[src/rtl/cordic_pkg.sv]
// cordic_pkg: mode type, arctangent table and inverse-gain constant shared by the CORDIC pipeline.
// The table is scaled so that pi maps to 2^31; atan_entry/kinv_entry rescale it to a datapath width.
package cordic_pkg;

    typedef enum logic {CORDIC_ROT = 1'b0, CORDIC_VEC = 1'b1} cordic_mode_e;

    localparam logic [31:0] ATAN_TAB [31] = '{
        32'd536870912, 32'd316933406, 32'd167458907, 32'd85004756, 32'd42667331,
        32'd21354465,  32'd10679838,  32'd5340245,   32'd2670163,  32'd1335087,
        32'd667544,    32'd333772,    32'd166886,    32'd83443,    32'd41722,
        32'd20861,     32'd10430,     32'd5215,      32'd2608,     32'd1304,
        32'd652,       32'd326,       32'd163,       32'd81,       32'd41,
        32'd20,        32'd10,        32'd5,         32'd3,        32'd1,
        32'd1
    };

    // 0.607253 * 2^32, the reciprocal of the CORDIC gain
    localparam logic [31:0] KINV_32 = 32'd2608131775;

    function automatic logic [31:0] rescale(input logic [31:0] v, input int width);
        logic [32:0] r;
        int sh;
        sh = 32 - width;
        r  = {1'b0, v} + ((33'd1 << sh) >> 1);
        return 32'(r >> sh);
    endfunction

    function automatic logic [31:0] atan_entry(input int i, input int width);
        return rescale(ATAN_TAB[i[4:0]], width);
    endfunction

    function automatic logic [31:0] kinv_entry(input int width);
        return rescale(KINV_32, width);
    endfunction

endpackage

[src/rtl/cordic_iter.sv]
// cordic_iter: one registered CORDIC micro-rotation by atan(2^-SHIFT); holds all state while en_i is low.
module cordic_iter
    import cordic_pkg::*;
#(
    parameter int WIDTH = 16,
    parameter int SHIFT = 0,
    parameter int TAG_W = 4
) (
    input  logic             clk,
    input  logic             rst_n,
    input  logic             en_i,
    input  logic             valid_i,
    input  logic             mode_i,
    input  logic [WIDTH+1:0] x_i,
    input  logic [WIDTH+1:0] y_i,
    input  logic [WIDTH-1:0] z_i,
    input  logic [TAG_W-1:0] tag_i,
    output logic             valid_o,
    output logic             mode_o,
    output logic [WIDTH+1:0] x_o,
    output logic [WIDTH+1:0] y_o,
    output logic [WIDTH-1:0] z_o,
    output logic [TAG_W-1:0] tag_o
);

    localparam logic [WIDTH-1:0] ATAN = WIDTH'(atan_entry(SHIFT, WIDTH));

    logic             pos;
    logic [WIDTH+1:0] xs, ys, x_d, y_d, x_q, y_q;
    logic [WIDTH-1:0] z_d, z_q;
    logic             valid_q, mode_q;
    logic [TAG_W-1:0] tag_q;

    // pos is d = +1: rotation steers z toward 0, vectoring steers y toward 0
    always_comb begin
        pos = (mode_i == CORDIC_VEC) ? y_i[WIDTH+1] : ~z_i[WIDTH-1];
        xs  = $signed(x_i) >>> SHIFT;
        ys  = $signed(y_i) >>> SHIFT;
        x_d = pos ? x_i - ys : x_i + ys;
        y_d = pos ? y_i + xs : y_i - xs;
        z_d = pos ? z_i - ATAN : z_i + ATAN;
    end

    always_ff @(posedge clk or negedge rst_n) begin
        if (!rst_n) begin
            valid_q <= 1'b0;
            mode_q  <= 1'b0;
            x_q     <= '0;
            y_q     <= '0;
            z_q     <= '0;
            tag_q   <= '0;
        end else if (en_i) begin
            valid_q <= valid_i;
            mode_q  <= mode_i;
            x_q     <= x_d;
            y_q     <= y_d;
            z_q     <= z_d;
            tag_q   <= tag_i;
        end
    end

    assign valid_o = valid_q;
    assign mode_o  = mode_q;
    assign x_o     = x_q;
    assign y_o     = y_q;
    assign z_o     = z_q;
    assign tag_o   = tag_q;

endmodule

[src/rtl/cordic_pipe.sv]
// cordic_pipe: fully pipelined rotation/vectoring CORDIC with quadrant pre-rotation and a global stall.
// Defining CORDIC_GAIN_COMP_EN appends a registered 1/K gain-compensation stage.
module cordic_pipe
    import cordic_pkg::*;
#(
    parameter int WIDTH  = 16,
    parameter int STAGES = 14,
    parameter int TAG_W  = 4
) (
    input  logic             clk,
    input  logic             rst_n,
    input  logic             in_valid,
    output logic             in_ready,
    input  logic             in_mode,
    input  logic [WIDTH-1:0] in_x,
    input  logic [WIDTH-1:0] in_y,
    input  logic [WIDTH-1:0] in_z,
    input  logic [TAG_W-1:0] in_tag,
    output logic             out_valid,
    input  logic             out_ready,
    output logic [WIDTH+1:0] out_x,
    output logic [WIDTH+1:0] out_y,
    output logic [WIDTH-1:0] out_z,
    output logic [TAG_W-1:0] out_tag
);

    localparam logic signed [WIDTH-1:0] QTR = WIDTH'(1) << (WIDTH-2);

    logic             stall, en, flip;
    logic [WIDTH+1:0] xe, ye, px_d, py_d, px_q, py_q;
    logic [WIDTH-1:0] pz_d, pz_q;
    logic             pv_q, pm_q;
    logic [TAG_W-1:0] pt_q;

    logic             v_s [STAGES+1];
    logic             m_s [STAGES+1];
    logic [WIDTH+1:0] x_s [STAGES+1];
    logic [WIDTH+1:0] y_s [STAGES+1];
    logic [WIDTH-1:0] z_s [STAGES+1];
    logic [TAG_W-1:0] t_s [STAGES+1];

    assign stall    = out_valid & ~out_ready;
    assign en       = ~stall;
    assign in_ready = ~stall;

    // Folding into |angle| <= pi/2 keeps the iterations inside their convergence range;
    // adding pi is a flip of the angle MSB
    always_comb begin
        xe   = {{2{in_x[WIDTH-1]}}, in_x};
        ye   = {{2{in_y[WIDTH-1]}}, in_y};
        flip = (in_mode == CORDIC_VEC) ? in_x[WIDTH-1]
                                       : ($signed(in_z) > QTR || $signed(in_z) < -QTR);
        px_d = flip ? -xe : xe;
        py_d = flip ? -ye : ye;
        pz_d = flip ? {~in_z[WIDTH-1], in_z[WIDTH-2:0]} : in_z;
    end

    always_ff @(posedge clk or negedge rst_n) begin
        if (!rst_n) begin
            pv_q <= 1'b0;
            pm_q <= 1'b0;
            px_q <= '0;
            py_q <= '0;
            pz_q <= '0;
            pt_q <= '0;
        end else if (en) begin
            pv_q <= in_valid;
            pm_q <= in_mode;
            px_q <= px_d;
            py_q <= py_d;
            pz_q <= pz_d;
            pt_q <= in_tag;
        end
    end

    assign v_s[0] = pv_q;
    assign m_s[0] = pm_q;
    assign x_s[0] = px_q;
    assign y_s[0] = py_q;
    assign z_s[0] = pz_q;
    assign t_s[0] = pt_q;

    for (genvar i = 0; i < STAGES; i++) begin : g_iter
        cordic_iter #(.WIDTH(WIDTH), .SHIFT(i), .TAG_W(TAG_W)) u_iter (
            .clk     (clk),
            .rst_n   (rst_n),
            .en_i    (en),
            .valid_i (v_s[i]),
            .mode_i  (m_s[i]),
            .x_i     (x_s[i]),
            .y_i     (y_s[i]),
            .z_i     (z_s[i]),
            .tag_i   (t_s[i]),
            .valid_o (v_s[i+1]),
            .mode_o  (m_s[i+1]),
            .x_o     (x_s[i+1]),
            .y_o     (y_s[i+1]),
            .z_o     (z_s[i+1]),
            .tag_o   (t_s[i+1])
        );
    end

`ifdef CORDIC_GAIN_COMP_EN
    localparam logic [WIDTH:0]     KINV = (WIDTH+1)'(kinv_entry(WIDTH));
    localparam logic [2*WIDTH+2:0] RND  = (2*WIDTH+3)'(1) << (WIDTH-1);

    logic [2*WIDTH+2:0] gx, gy;
    logic [WIDTH+1:0]   cx_d, cy_d, cx_q, cy_q;
    logic [WIDTH-1:0]   cz_q;
    logic               cv_q;
    logic [TAG_W-1:0]   ct_q;

    always_comb begin
        gx   = $signed(x_s[STAGES]) * $signed(KINV) + $signed(RND);
        gy   = $signed(y_s[STAGES]) * $signed(KINV) + $signed(RND);
        cx_d = gx[2*WIDTH+1:WIDTH];
        cy_d = gy[2*WIDTH+1:WIDTH];
    end

    always_ff @(posedge clk or negedge rst_n) begin
        if (!rst_n) begin
            cv_q <= 1'b0;
            cx_q <= '0;
            cy_q <= '0;
            cz_q <= '0;
            ct_q <= '0;
        end else if (en) begin
            cv_q <= v_s[STAGES];
            cx_q <= cx_d;
            cy_q <= cy_d;
            cz_q <= z_s[STAGES];
            ct_q <= t_s[STAGES];
        end
    end

    assign out_valid = cv_q;
    assign out_x     = cx_q;
    assign out_y     = cy_q;
    assign out_z     = cz_q;
    assign out_tag   = ct_q;
`else
    assign out_valid = v_s[STAGES];
    assign out_x     = x_s[STAGES];
    assign out_y     = y_s[STAGES];
    assign out_z     = z_s[STAGES];
    assign out_tag   = t_s[STAGES];
`endif

endmodule
[config.mk]
export PLATFORM = sky130hd
export DESIGN_NAME = cordic_pipe
export DESIGN_NICKNAME = d
export VERILOG_FILES = /design/src/rtl/cordic_pkg.sv /design/src/rtl/cordic_iter.sv /design/src/rtl/cordic_pipe.sv
export SDC_FILE = /design/constraint.sdc
export NUM_CORES = 2
export LEC_CHECK = 0
export ABC_CLOCK_PERIOD_IN_PS = 3500
export CAP_MARGIN = 15
export CORE_MARGIN = 2
export CORE_UTILIZATION = 25
export CTS_BUF_LIST = sky130_fd_sc_hd__clkbuf_4
export DETAILED_ROUTE_END_ITERATION = 8
export GPL_TIMING_DRIVEN = 1
export HOLD_SLACK_MARGIN = 0.08
export PLACE_DENSITY = 0.49
export SLEW_MARGIN = 20
export SYNTH_ARGS = -nofsm -noshare
export SYNTH_HDL_FRONTEND = slang
export SYNTH_SLANG_ARGS = --single-unit
[constraint.sdc]
create_clock -name clk -period 3.5 [get_ports clk]
set_input_delay 0.7 -clock clk [delete_from_list [all_inputs] [get_ports clk]]
set_output_delay 0.7 -clock clk [all_outputs]
set_load 0.01 [all_outputs]
**After elaboration in Yosys (flattened, before gate mapping)**

Index checks and enable logic that the tools add are counted.

- Output and inout bits: 58
- Memories kept: 0
- Register bits: 869
- Bits in latches: 0
- Logic and storage cells: 255
- Memory bits (writable): 0
- Memory bits (read-only): 0
- Bits of input ports: 57

- Order comparisons: 2
- Reductions and logical operators: 1
- Divide/modulo/power cells: 0
- $add $sub $neg: 85
- Equality and inequality tests: 0
- $mul: 0
- Shifts and indexed selects: 0
- Mux-type cells: 60
- Bitwise logic cells: 18

Operator list:

| cell | number |
|---|---|
| 18-bit two-way mux | 30 |
| 18-bit subtractor | 28 |
| 18-bit adder | 27 |
| 16-bit two-way mux | 15 |
| 18-bit negator | 2 |
| 1-bit NOT | 17 |
| 16-bit by 1-bit adder with 16-bit output, second input constant | 1 |
| 16-bit by 10-bit adder with 16-bit output, second input constant | 1 |
| 16-bit by 11-bit adder with 16-bit output, second input constant | 1 |
| 16-bit by 12-bit adder with 16-bit output, second input constant | 1 |
| 16-bit by 13-bit adder with 16-bit output, second input constant | 1 |
| 16-bit by 14-bit adder with 16-bit output, second input constant | 1 |
| 16-bit by 2-bit adder with 16-bit output, second input constant | 1 |
| 16-bit by 3-bit adder with 16-bit output, second input constant | 1 |
| 16-bit by 4-bit adder with 16-bit output, second input constant | 1 |
| 16-bit by 5-bit adder with 16-bit output, second input constant | 1 |
| 16-bit by 6-bit adder with 16-bit output, second input constant | 1 |
| 16-bit by 7-bit adder with 16-bit output, second input constant | 1 |
| 16-bit by 8-bit adder with 16-bit output, second input constant | 1 |
| 16-bit by 9-bit adder with 16-bit output, second input constant | 1 |
| 16-bit > comparator, second input constant | 1 |
| 16-bit by 15-bit < comparator with 1-bit output, second input constant | 1 |
| 16-bit by 1-bit subtractor with 16-bit output, second input constant | 1 |
| 16-bit by 10-bit subtractor with 16-bit output, second input constant | 1 |
| other kinds (15) | 29 |

**Longest topological paths before layout**

- Depth after elaboration: 4
- Mapped depth: 17
- Depth with buffers taken out: 16

**Modules after synthesis**

From an unflattened synthesis, not the netlist that was laid out.

- Cells, all modules: 8106
- Area total of the unflattened synthesis: 73483.0 sq um

Modules (own cells, without submodules):

| module | times used | seq. area each (sq um) | area each (sq um) | cells each |
|---|---|---|---|---|
| cordic_iter (g_iter[2].u_iter) | 1 | 1451.4 | 5311.3 | 604 |
| cordic_iter (g_iter[3].u_iter) | 1 | 1451.4 | 5197.5 | 562 |
| cordic_iter (g_iter[4].u_iter) | 1 | 1451.4 | 5187.5 | 570 |
| cordic_iter (g_iter[12].u_iter) | 1 | 1451.4 | 5162.5 | 578 |
| cordic_iter (g_iter[0].u_iter) | 1 | 1426.4 | 5084.9 | 601 |
| cordic_iter (g_iter[10].u_iter) | 1 | 1451.4 | 5052.3 | 562 |
| cordic_iter (g_iter[8].u_iter) | 1 | 1451.4 | 5048.6 | 569 |
| cordic_iter (g_iter[1].u_iter) | 1 | 1451.4 | 5046.1 | 552 |
| cordic_iter (g_iter[7].u_iter) | 1 | 1451.4 | 5008.6 | 537 |
| cordic_iter (g_iter[6].u_iter) | 1 | 1451.4 | 4993.5 | 552 |
| cordic_iter (g_iter[5].u_iter) | 1 | 1451.4 | 4987.3 | 545 |
| cordic_iter (g_iter[11].u_iter) | 1 | 1451.4 | 4913.5 | 526 |
| cordic_iter (g_iter[13].u_iter) | 1 | 1451.4 | 4912.2 | 546 |
| cordic_iter (g_iter[9].u_iter) | 1 | 1451.4 | 4674.5 | 508 |
| cordic_pipe | 1 | 1451.4 | 2902.8 | 294 |

**Worst setup path before layout**

OpenSTA, ideal clock, no wires.

- Kind: register -> register
- Start point: reg g_iter[1].u_iter.y_q[17]
- End point: reg g_iter[2].u_iter.y_q[16]
- Data required time: 3.431 ns
- Arrival: 3.823 ns
- Stages on the path, launching flop included: 16
- Slack: -0.392 ns
- Buffers on the path: 3
- Setup time: 0.069 ns
- Clock period less this slack: 3.892 ns
- Cells stage by stage: dfrtp_1 -> clkbuf_1 -> inv_1 -> a21o_1 -> clkbuf_1 -> buf_1 -> o21ai_0 -> fa_1 -> a21o_1 -> a21oi_1 -> o21ai_0 -> a21o_1 -> a21oi_1 -> o21ai_0 -> or4b_2 -> nand3_1

- Cells in the longest elaborated chain, start to end: 2

RTL lines:

| item | RTL line | text |
|---|---|---|
| from (decl) | cordic_iter.sv:29 | `logic [WIDTH+1:0] xs, ys, x_d, y_d, x_q, y_q;` |
| from (signal assigned) | cordic_iter.sv:56 | `y_q <= y_d;` |
| 1-bit two-way mux | cordic_iter.sv:36 | `pos = (mode_i == CORDIC_VEC) ? y_i[WIDTH+1] : ~z_i[WIDTH-1];` |
| 18-bit two-way mux | cordic_iter.sv:40 | `y_d = pos ? y_i + xs : y_i - xs;` |
| to (signal assigned) | cordic_iter.sv:56 |  |
| to (decl) | cordic_iter.sv:29 |  |

Every way passes these cells.
A chain may end at the register's enable or synchronous reset.

**Final worst setup path**

- Start point: reg g_iter[0].u_iter.x_q[7]
- End point: reg g_iter[1].u_iter.y_q[15]

- Cells in the longest elaborated chain, start to end: 2
- Elaborated cells on any way between the ends: 3
- Those cells by class: add/sub: 2; mux: 1

RTL lines:

| item | RTL line | text |
|---|---|---|
| from (decl) | cordic_iter.sv:29 |  |
| from (signal assigned) | cordic_iter.sv:48 | `x_q <= '0;` |
| from (signal assigned) | cordic_iter.sv:55 | `x_q <= x_d;` |
| 18-bit subtractor / 18-bit adder (equally long branches) | cordic_iter.sv:40 |  |
| 18-bit two-way mux * | cordic_iter.sv:40 |  |

Every way passes the cells marked *; elsewhere a longest branch is shown, timed or not.

==> flow_summary.toml <==
[status]
result_of_the_run = "complete, but fails checks"
violated_checks = "negative setup slack"

[cts]
clock-root-buffer = "clkbuf_4"
tritoncts = "built"
tritoncts.num_buffers = 288
clk-insertion-delay-late_ns = 1.32
clkSlewWorstSetupHoldPaths_ns = 0.06
ctsHtreeMaxLevel = 5
clock_tree.buffer_depth = 4
tritoncts_num_sinks = 868

[route]
total_drc_errors_in_the_routed_layout = 0
detail_route.wl_per_cell_um = 15.9
postRouteWirelength_um = 202000
drt.antenna.violating_nets = 0
drt_first_pass_iters = 7
dr_total_vias = 60900
detailedRoute.firstIterationViolations = 3607
drt-vias-per-instance = 4.79

[yosys]
post_synth_main_area_contributors = "dfrtp_1, ha_1, nand2_1, a21oi_1, xnor2_1"
yosysWarnings = 0
synth.avg_cell_area_um2 = 8.26
synth_async_sr_flop_share_pct = 100
yosysSeqAreaShare_pct = 31.8
number_of_flops_mapped_to_enable_cells_by_yosys = 0
synth.cell_area_um2 = 68200
synth_seq_cells = 868
synth.distinct_cells = 87
synthesis.nets = 9081
netlist_instances = 8256
ys.flop_type = "dfrtp_1"
synth_top_area_cell = "dfrtp_1"
synth_top_cell_area_share_pct = 31.8

[global_routing]
via_count_of_the_first_global_routing_pass = 61100
grt_antenna_before_repair = 4
globalRoute.totalOverflow = 0
first_pass_grt_wire_length_um = 327000
track_usage_pct = 14.3
grt_start_max_net_pins = 146

[min_path]
hp-class = "input pin to register"

[worst_setup_path]
critical_path.endpoint_type = "register"
worst-endpoint-arrival_ns = 4.60
cp.required_ns = 4.58
critical_path.cell_chain = "or4_4, or3_4, buf_4, o31ai_1, xnor2_1, ha_1, and4_1, o2bb2ai_2, or4_1, a31oi_1, xor2_1, a21oi_1"
critical_path.max_stage_delay_ns = 0.55
worst_path_max_delay_cell = "or4_4"
critical_path_class = "register to register"
worst-path-max-fanout = 6
startpoint_type = "register"

[placed_design]
detailed_place.area_um2 = 77000
buffer_ports.inserted = 114
final_weighted_congestion_of_routability_driven_global_placement = 0.860
dpl_worst_slack_ns = -0.256
post-dp-hpwl_um = 153000

[floorplanning]
dieHeight_um = 526
die_width_um = 526
core-area_um2 = 271000
top_level_ports = 115
full_die_area_um2 = 277000
floorplan.initialDensity_pct = 25.2
placementRows = 191

[timing]
layout_setup_ws_ns = -0.0218
finalSetupTns_ns = -0.0218
final.min_clock_period_ns = 3.52
tightest_slew_ns = 0.960
final_max_slew_viol_count = 0
finalClockSkew_ns = 0.0916
setup_viol = 1
setup_repair_after_global_routing_missed_its_margin = "true"
fmaxAchievable_ghz = 0.284
slew_headroom_pct = 36.0
period_share_pct = 101
timing_hold_violations_final = 0

[finish]
layout_commonest_cell = "nand2_1"
final_layout_size_suffix_gt1_share_pct = 13.4
most-common-layout-cells = "nand2_1, dfrtp_1, a21oi_1, nor2_1, ha_1"
final_nets = 9797
synthToLayoutAreaGrowth_pct = 20.3
stdcell_area_um2 = 82100

[job]
max-cap-violations = 0
what timing repair did:
action                                  CTS  global route
buffers inserted                          8            32
resized for setup                        27           246
pin swaps                                 7            86
cloned                                    0             1
endpoints found under the setup margin   36           150
hold buffers                             52             0
hold endpoints to repair                916             0
synth_stat cells (20+ instances only):
library cell	count
a31o_2	20
o211ai_1	31
o21ai_0	710
or4_1	25
nand3_1	86
nor3_1	141
buf_1	26
or3_1	35
a21oi_1	865
ha_1	725
xor2_1	397
clkbuf_1	251
and3_1	30
o21a_1	91
dfrtp_1	868
mux2i_1	24
nor2b_1	74
nor4_1	35
a31oi_1	79
mux2_2	20
xnor2_1	435
a21boi_0	22
nand2b_1	122
nor2_1	775
o21bai_1	69
o41ai_1	28
and2_1	23
a21o_1	238
nand2_1	1200
a211oi_1	87
inv_1	304
fa_1	43
o31ai_1	69
nand4_1	52
routing by layer:
metal	vias up	global-route usage [%]	wire length, um
met3	344	2.07	6650
li1	30600	-	-
met2	885	23.9	95000
met1	29000	19.0	95200
met5	-	0	0
met4	0	4.19	4950
path summary, 6_finish.rpt:
check	start	endpoint	slack, ns	cells after the start
worst max register to register	g_iter[0].u_iter.x_o[7]$_DFFE_PN0N_	g_iter[1].u_iter.y_o[15]$_DFFE_PN0N_	-0.02	12
worst max-delay path	g_iter[0].u_iter.x_o[7]$_DFFE_PN0N_	g_iter[1].u_iter.y_o[15]$_DFFE_PN0N_	-0.02	12
worst min register to register	g_iter[12].u_iter.tag_o[3]$_DFFE_PN0N_	g_iter[13].u_iter.tag_o[3]$_DFFE_PN0N_	0.44	2
max in group asynchronous	rst_n	g_iter[13].u_iter.valid_o$_DFFE_PN0N_	1.97	4
worst min-delay path	in_y[2]	py_q[2]$_DFFE_PN0N_	0.25	3
min in group asynchronous	rst_n	px_q[5]$_DFFE_PN0N_	0.67	4
stage by stage:
stage               util (%)  hold slack (ns)  instances
floorplan                  -            0.404       8256
global placement        28.4            0.448      12200
detailed placement      28.4            0.447      12200
CTS                     29.8           0.0871      12700
global route            30.3            0.152      12700
finish                  30.3            0.251      12700
flip-flops by register name (all words and copies together), names as in the netlist:
signal	count
pm_q	1
g_iter.u_iter.x_o	251
py_q	18
g_iter.u_iter.tag_o	56
g_iter.u_iter.valid_o	14
pt_q	4
px_q	18
pv_q	1
g_iter.u_iter.y_o	252
g_iter.u_iter.mode_o	13
g_iter.u_iter.z_o	224
pz_q	16
cell families (layout without fill, tap and decap cells):
kind of cell               after synthesis  in the layout  synth area share, %
AOI/OAI and AO/OA                     2472           2472                 21.7
xor gates and xnor gates               832            832                 10.7
adders and majority gates              768            768                 14.6
buffers and inverters                  588           1463                 3.24
DFF                                    868            868                 31.8
muxes                                   44             44                0.682
other                                    0              8                    0
and+or+nand+nor                       2684           2684                 17.3
cell type report:
| class | count | area [um^2] |
|---|---|---|
| Antenna cell | 8 | 20.0 |
| Clock buffer | 392 | 2940 |
| Clock inverter | 57 | 251 |
| Fill cell | 29100 | 189000 |
| Inverter | 309 | 1190 |
| Multi-Input combinational cell | 6800 | 45300 |
| Sequential cell | 868 | 21700 |
| Tap cell | 3570 | 4470 |
| Timing Repair Buffer | 704 | 6170 |
| Timing Repair inverter | 1 | 7.51 |
worst max-delay path: cells and delay by family, from the launching register on:
family	cells	cell delay (ns)
xor gates and xnor gates	2	0.32
and+or+nand+nor	4	1.55
AOI/OAI and AO/OA	4	0.64
adders and majority gates	1	0.32
DFF	1	0.37
buffers and inverters	1	0.14
Power is not shown: default switching activity piles up to over one toggle a cycle in this logic, so the estimate is an artifact.
